<file path="config.mk">
export PLATFORM = sky130hd
export DESIGN_NAME = conv1_window_scheduler
export DESIGN_NICKNAME = d
export VERILOG_FILES = /design/src/rtl/conv1_window_scheduler.sv
export SDC_FILE = /design/constraint.sdc
export NUM_CORES = 1
export LEC_CHECK = 0
export CAP_MARGIN = 30
export CORE_ASPECT_RATIO = 0.5
export CORE_MARGIN = 4
export CORE_UTILIZATION = 60
export DETAILED_ROUTE_END_ITERATION = 8
export PLACE_DENSITY_LB_ADDON = 0.12
export SETUP_SLACK_MARGIN = 0.4
export SYNTH_ARGS = -nofsm -noshare
export SYNTH_HDL_FRONTEND = slang
export SYNTH_SLANG_ARGS = --single-unit
</file>
<file path="constraint.sdc">
create_clock -name clk -period 3.3 [get_ports clk]
set_input_delay 0.66 -clock clk [delete_from_list [all_inputs] [get_ports clk]]
set_output_delay 0.66 -clock clk [all_outputs]
set_load 0.05 [all_outputs]
</file>
<file path="src/rtl/conv1_window_scheduler.sv">
`default_nettype none
// ============================================================================
// Module   : conv1_window_scheduler
// Brief    : Two-line-buffer cross-window sequencer feeding Conv1, with
//            latency-matched result tagging and a start/busy/done frame handshake.
// Revision : 1.0
// ============================================================================
module conv1_window_scheduler #(
    parameter int IMG_W    = 28,
    parameter int IMG_H    = 28,
    parameter int PIPE_LAT = 4
) (
    input  logic                     clk,
    input  logic                     rst_n,
    input  logic                     start,
    output logic                     busy,
    output logic                     done,
    input  logic [3:0]               pix_in,
    input  logic                     pix_valid,
    output logic                     pix_ready,
    output logic [3:0]               conv_in1,
    output logic [3:0]               conv_in2,
    output logic [3:0]               conv_in3,
    output logic [3:0]               conv_in4,
    output logic [3:0]               conv_in5,
    output logic                     conv_valid,
    input  logic [7:0]               conv_result,
    output logic [7:0]               res_data,
    output logic                     res_valid,
    output logic [$clog2(IMG_H)-1:0] res_row,
    output logic [$clog2(IMG_W)-1:0] res_col
);
    localparam int c_RW = $clog2(IMG_H);
    localparam int c_CW = $clog2(IMG_W);
    localparam int c_DW = $clog2(PIPE_LAT + 1);

    typedef enum logic [2:0] {
        S_IDLE  = 3'd0,
        S_FILL  = 3'd1,
        S_RUN   = 3'd2,
        S_DRAIN = 3'd3,
        S_DONE  = 3'd4
    } state_t;

    state_t            r_state;
    logic [c_RW-1:0]   r_row;
    logic [c_CW-1:0]   r_col;
    logic [c_DW-1:0]   r_drainCnt;

    // rLineA holds row r-1, rLineB holds row r-2 (indexed by column)
    logic [3:0]        r_lineA [IMG_W];
    logic [3:0]        r_lineB [IMG_W];
    logic [3:0]        r_topD;
    logic [3:0]        r_midD1;
    logic [3:0]        r_midD2;
    logic [3:0]        r_botD;
    logic [c_RW-1:0]   r_tagRow;
    logic [c_CW-1:0]   r_tagCol;

    logic              r_vPipe   [PIPE_LAT];
    logic [c_RW-1:0]   r_rowPipe [PIPE_LAT];
    logic [c_CW-1:0]   r_colPipe [PIPE_LAT];

    logic              w_accept;
    logic              w_lastCol;
    logic              w_lastRow;
    logic              w_interior;
    logic [3:0]        w_lineA;
    logic [3:0]        w_lineB;

    assign w_accept   = pix_valid && pix_ready;
    assign w_lastCol  = (r_col == c_CW'(IMG_W - 1));
    assign w_lastRow  = (r_row == c_RW'(IMG_H - 1));
    assign w_interior = (r_row >= c_RW'(2)) && (r_col >= c_CW'(2));
    assign w_lineA    = r_lineA[r_col];
    assign w_lineB    = r_lineB[r_col];

    always_ff @(posedge clk or negedge rst_n) begin
        if (!rst_n) begin
            r_state    <= S_IDLE;
            busy       <= 1'b0;
            done       <= 1'b0;
            pix_ready  <= 1'b0;
            r_row      <= '0;
            r_col      <= '0;
            r_drainCnt <= '0;
        end else begin
            done <= 1'b0;
            case (r_state)
                S_IDLE: begin
                    if (start) begin
                        r_state   <= S_FILL;
                        busy      <= 1'b1;
                        pix_ready <= 1'b1;
                        r_row     <= '0;
                        r_col     <= '0;
                    end
                end
                S_FILL: begin
                    if (w_accept && w_lastCol && (r_row == c_RW'(1))) begin
                        r_state <= S_RUN;
                    end
                end
                S_RUN: begin
                    if (w_accept && w_lastCol && w_lastRow) begin
                        r_state    <= S_DRAIN;
                        pix_ready  <= 1'b0;
                        r_drainCnt <= '0;
                    end
                end
                // Held one cycle beyond PIPE_LAT so done lands just after the last result.
                S_DRAIN: begin
                    if (r_drainCnt == c_DW'(PIPE_LAT)) begin
                        r_state <= S_DONE;
                        done    <= 1'b1;
                    end else begin
                        r_drainCnt <= r_drainCnt + c_DW'(1);
                    end
                end
                S_DONE: begin
                    r_state <= S_IDLE;
                    busy    <= 1'b0;
                end
                default: r_state <= S_IDLE;
            endcase
            if (w_accept) begin
                if (w_lastCol) begin
                    r_col <= '0;
                    r_row <= r_row + c_RW'(1);
                end else begin
                    r_col <= r_col + c_CW'(1);
                end
            end
        end
    end

    always_ff @(posedge clk) begin
        if (w_accept) begin
            r_lineA[r_col] <= pix_in;
            r_lineB[r_col] <= w_lineA;
        end
    end

    always_ff @(posedge clk or negedge rst_n) begin
        if (!rst_n) begin
            r_topD     <= '0;
            r_midD1    <= '0;
            r_midD2    <= '0;
            r_botD     <= '0;
            conv_in1   <= '0;
            conv_in2   <= '0;
            conv_in3   <= '0;
            conv_in4   <= '0;
            conv_in5   <= '0;
            conv_valid <= 1'b0;
            r_tagRow   <= '0;
            r_tagCol   <= '0;
        end else begin
            conv_valid <= 1'b0;
            if (w_accept) begin
                r_topD  <= w_lineB;
                r_midD1 <= w_lineA;
                r_midD2 <= r_midD1;
                r_botD  <= pix_in;
                if (w_interior) begin
                    conv_in1   <= r_topD;
                    conv_in2   <= r_midD2;
                    conv_in3   <= r_midD1;
                    conv_in4   <= w_lineA;
                    conv_in5   <= r_botD;
                    conv_valid <= 1'b1;
                    r_tagRow   <= r_row - c_RW'(1);
                    r_tagCol   <= r_col - c_CW'(1);
                end
            end
        end
    end

    // Tag pipeline runs in lockstep with Conv1, which never stalls.
    always_ff @(posedge clk or negedge rst_n) begin
        if (!rst_n) begin
            for (int i = 0; i < PIPE_LAT; i++) begin
                r_vPipe[i]   <= 1'b0;
                r_rowPipe[i] <= '0;
                r_colPipe[i] <= '0;
            end
        end else begin
            r_vPipe[0]   <= conv_valid;
            r_rowPipe[0] <= r_tagRow;
            r_colPipe[0] <= r_tagCol;
            for (int i = 1; i < PIPE_LAT; i++) begin
                r_vPipe[i]   <= r_vPipe[i-1];
                r_rowPipe[i] <= r_rowPipe[i-1];
                r_colPipe[i] <= r_colPipe[i-1];
            end
        end
    end

    assign res_valid = r_vPipe[PIPE_LAT-1];
    assign res_row   = r_rowPipe[PIPE_LAT-1];
    assign res_col   = r_colPipe[PIPE_LAT-1];
    assign res_data  = conv_result;

endmodule
`default_nettype wire
</file>
==> flow_metrics.tcl <==
set metrics [dict create \
    startpoint_type "flop" \
    finalSetupTns_ps 0 \
    finClkSkew_ps 12.98 \
    grt-ovfl-total 0 \
    path_buf_inv 2 \
    final_cells 1177 \
    clk_path_buf_depth 3 \
    synthArstFlopShare_pct 32.93 \
    grt.total_usage_pct 22.32 \
    root_buffer "clkbuf_16" \
    fmax_ghz 0.3639 \
    arrival_ps 3020 \
    drt-total-wl_mm 26.42 \
    clk_latency_ps 550 \
    netlist_area_um2 12840 \
    maxSlewViolCount 0 \
    power_frac_comb_pct 18.9 \
    status "complete, no violations" \
    synth_nets 836 \
    dp.cells 1125 \
    cts_sinks 334 \
    grt_pass1_wl_mm 41.24 \
    p_total_mw 10.99 \
    post_cts_resized 0 \
    cpLargestDelayFamily "buffers and inverters" \
    portBuffers 42 \
    viasPerCell 6.039 \
    path_common_cell "buf_4" \
    clkPwrFrac_pct 33.2 \
    drv_cap 0 \
    path_cells "buf_4 -> mux4_2 -> a21oi_1 -> nand4_1 -> buf_4" \
    synthCells 809 \
    yosysSeqAreaShare_pct 73.83 \
    switchingPower_mw 2.997 \
    rsz0062_at_grt "false" \
    switching_share_pct 27.27 \
    dp_hpwl_mm 16.89 \
    syn_area_per_cell_um2 15.87 \
    numCtsBuffers 28 \
    rows 37 \
    endpoint_kind "flop" \
    synth_cell_type_count 45 \
    dpl_worst_slack_ps 424.5 \
    cpPeakStageDelay_ps 660 \
    min_period_over_period_pct 83.27 \
    core_um2 20790 \
    place_area_um2 13740 \
    pwr_density_cell_nw_per_um2 742.1 \
    ir_drop_mv 0.4611 \
    crit_required_ps 3570 \
    worstMarginPinSlew_ps 891.6 \
    drive_above_1_share_pct 16.92 \
    ctsHtreeMaxLevel 1 \
    ys_dominant_reg_cell "edfxtp_1" \
    place_congestion 0.8687 \
    first_iter_violations 795 \
    drc 0 \
    cp_max_fo 20 \
    setup_viol 0 \
    die_w_um 214.9 \
    ant_nets 0 \
    yosysWarnings 0 \
    nets 910 \
    hp-class "in -> async" \
    setup.worst_path.class "reg -> reg" \
    clk_pin_slew_worst_paths_ps 70 \
    p_leak_nw 5.649 \
    antenna_found_initial 0 \
    dr_total_vias 7108 \
    yosys_register_bits 334 \
    seqPwrFrac_pct 47.9 \
    grt_max_degree 73 \
    final_area_um2 14810 \
    worst_hold_slack_ps 240.7 \
    cp_slowest_cell "dfrtp_2" \
    postLayoutSetupSlackWorst_ps 552.2 \
    finish.utilization_pct 71.24 \
    die_area_um2 23940 \
    drt_first_pass_iters 7 \
    synthToLayoutAreaGrowth_pct 15.34 \
    routedWlPerCell_um 22.45 \
    synth_edf_count 224 \
    grt_pass1_vias 6981 \
    cts_tree "done" \
    die_height_um 111.4 \
    io_pins 59 \
    slew_headroom_pct 40.56 \
    n_antenna_cell 0 \
    period_needed_ps 2748 \
    p_int_mw 7.992 \
    start_util_pct 61.76 \
    finalHoldViolCount 0 \
]
[power by group through the flow]
| stage | combinational (mW) | sequential (mW) | clock [mW] |
|---|---|---|---|
| CTS | 2.02 | 5.28 | 3.70 |
| detailed placement | 2.00 | 5.36 | 0 |
| global route | 2.23 | 5.29 | 3.90 |
| floorplan | 1.37 | 5.22 | 0 |
| finish | 2.08 | 5.27 | 3.65 |
| global placement | 1.96 | 5.35 | 0 |
[cell usage after synthesis, drive strengths merged, types with 10 or more instances]
library cell,instances,area share (%)
nor2,50,1.5
inv,11,0.32
mux2i,48,3.7
a31oi,10,0.49
clkbuf,14,0.41
nand3,14,0.55
a21oi,11,0.43
buf,42,2.2
mux4,32,5.6
ha,11,1.1
o22ai,14,0.68
nand2,109,3.2
o21ai,26,1.0
nor2b,11,0.54
edfxtp,224,52
dfrtp,110,21
[layout make-up]
type	instances	area (µm²)
sequential	334	9484
timing repair buffer	100	915.9
tap	273	341.6
multi-input combinational	408	2980
fill	1302	5978
clock buffer	37	860.8
inverter	11	41.29
clock inverter	14	183.9
[final timing paths]
path,from,endpoint,slack (ps),cells past startpoint
max in group asynchronous,rst_n,conv_in5[2],2360,2
min reg2reg,r_rowPipe[16],r_rowPipe[11],350,0
min,rst_n,r_rowPipe[18],240,1
min in group clk,r_rowPipe[16],r_rowPipe[11],350,0
max,r_col[1],r_lineB[25][1],550,5
max reg2reg,r_col[1],r_lineB[25][1],550,5
[flip-flops by register name (all words and copies together) (netlist names), 5 cells and up]
| register | count |
|---|---|
| r_rowPipe | 15 |
| r_row | 5 |
| r_colPipe | 15 |
| r_lineA | 112 |
| r_tagCol | 5 |
| r_col | 5 |
| r_lineB | 112 |
| res_row | 5 |
| r_tagRow | 5 |
| res_col | 5 |
[routing by layer]
layer  up-vias  global-route usage [%]  part of all wire (%)
met1      3584                   32.85                    44
met3        53                   7.472                    11
met5         -                       0                     0
li1       3126                       -                     -
met2       345                   33.58                    43
met4         0                   4.014                   1.9
[kinds of logic (layout without fill, tap and decap cells)]
kind of cell | after synthesis | after routing | synth area share (%)
AO/OA/AOI/OAI | 83 | 83 | 3.957
AND/OR/NAND/NOR | 218 | 218 | 7.524
multiplexers | 88 | 88 | 10.12
XOR/XNOR | 8 | 8 | 0.5458
buffers and inverters | 67 | 162 | 2.953
flip-flops | 334 | 334 | 73.83
adder cells (fa/ha/maj) | 11 | 11 | 1.072
[timing repair]
item / 4_1_cts / 5_1_grt
hold endpoints to repair: 0 / 0
hold buffers: 0 / 0
setup buffers: 0 / 1
setup endpoints to repair: 0 / 22
[placed cells by master, fill, tap and decap left out, types with 26 or more instances in the layout]
master / n
clkdlybuf4s50_1: 41
o21ai_0: 26
clkbuf_16: 33
mux2i_1: 48
dfrtp_1: 108
buf_4: 54
nor2_1: 50
edfxtp_1: 224
nand2_1: 109
mux4_2: 32
Note: power is estimated with default switching activity, not from simulation.
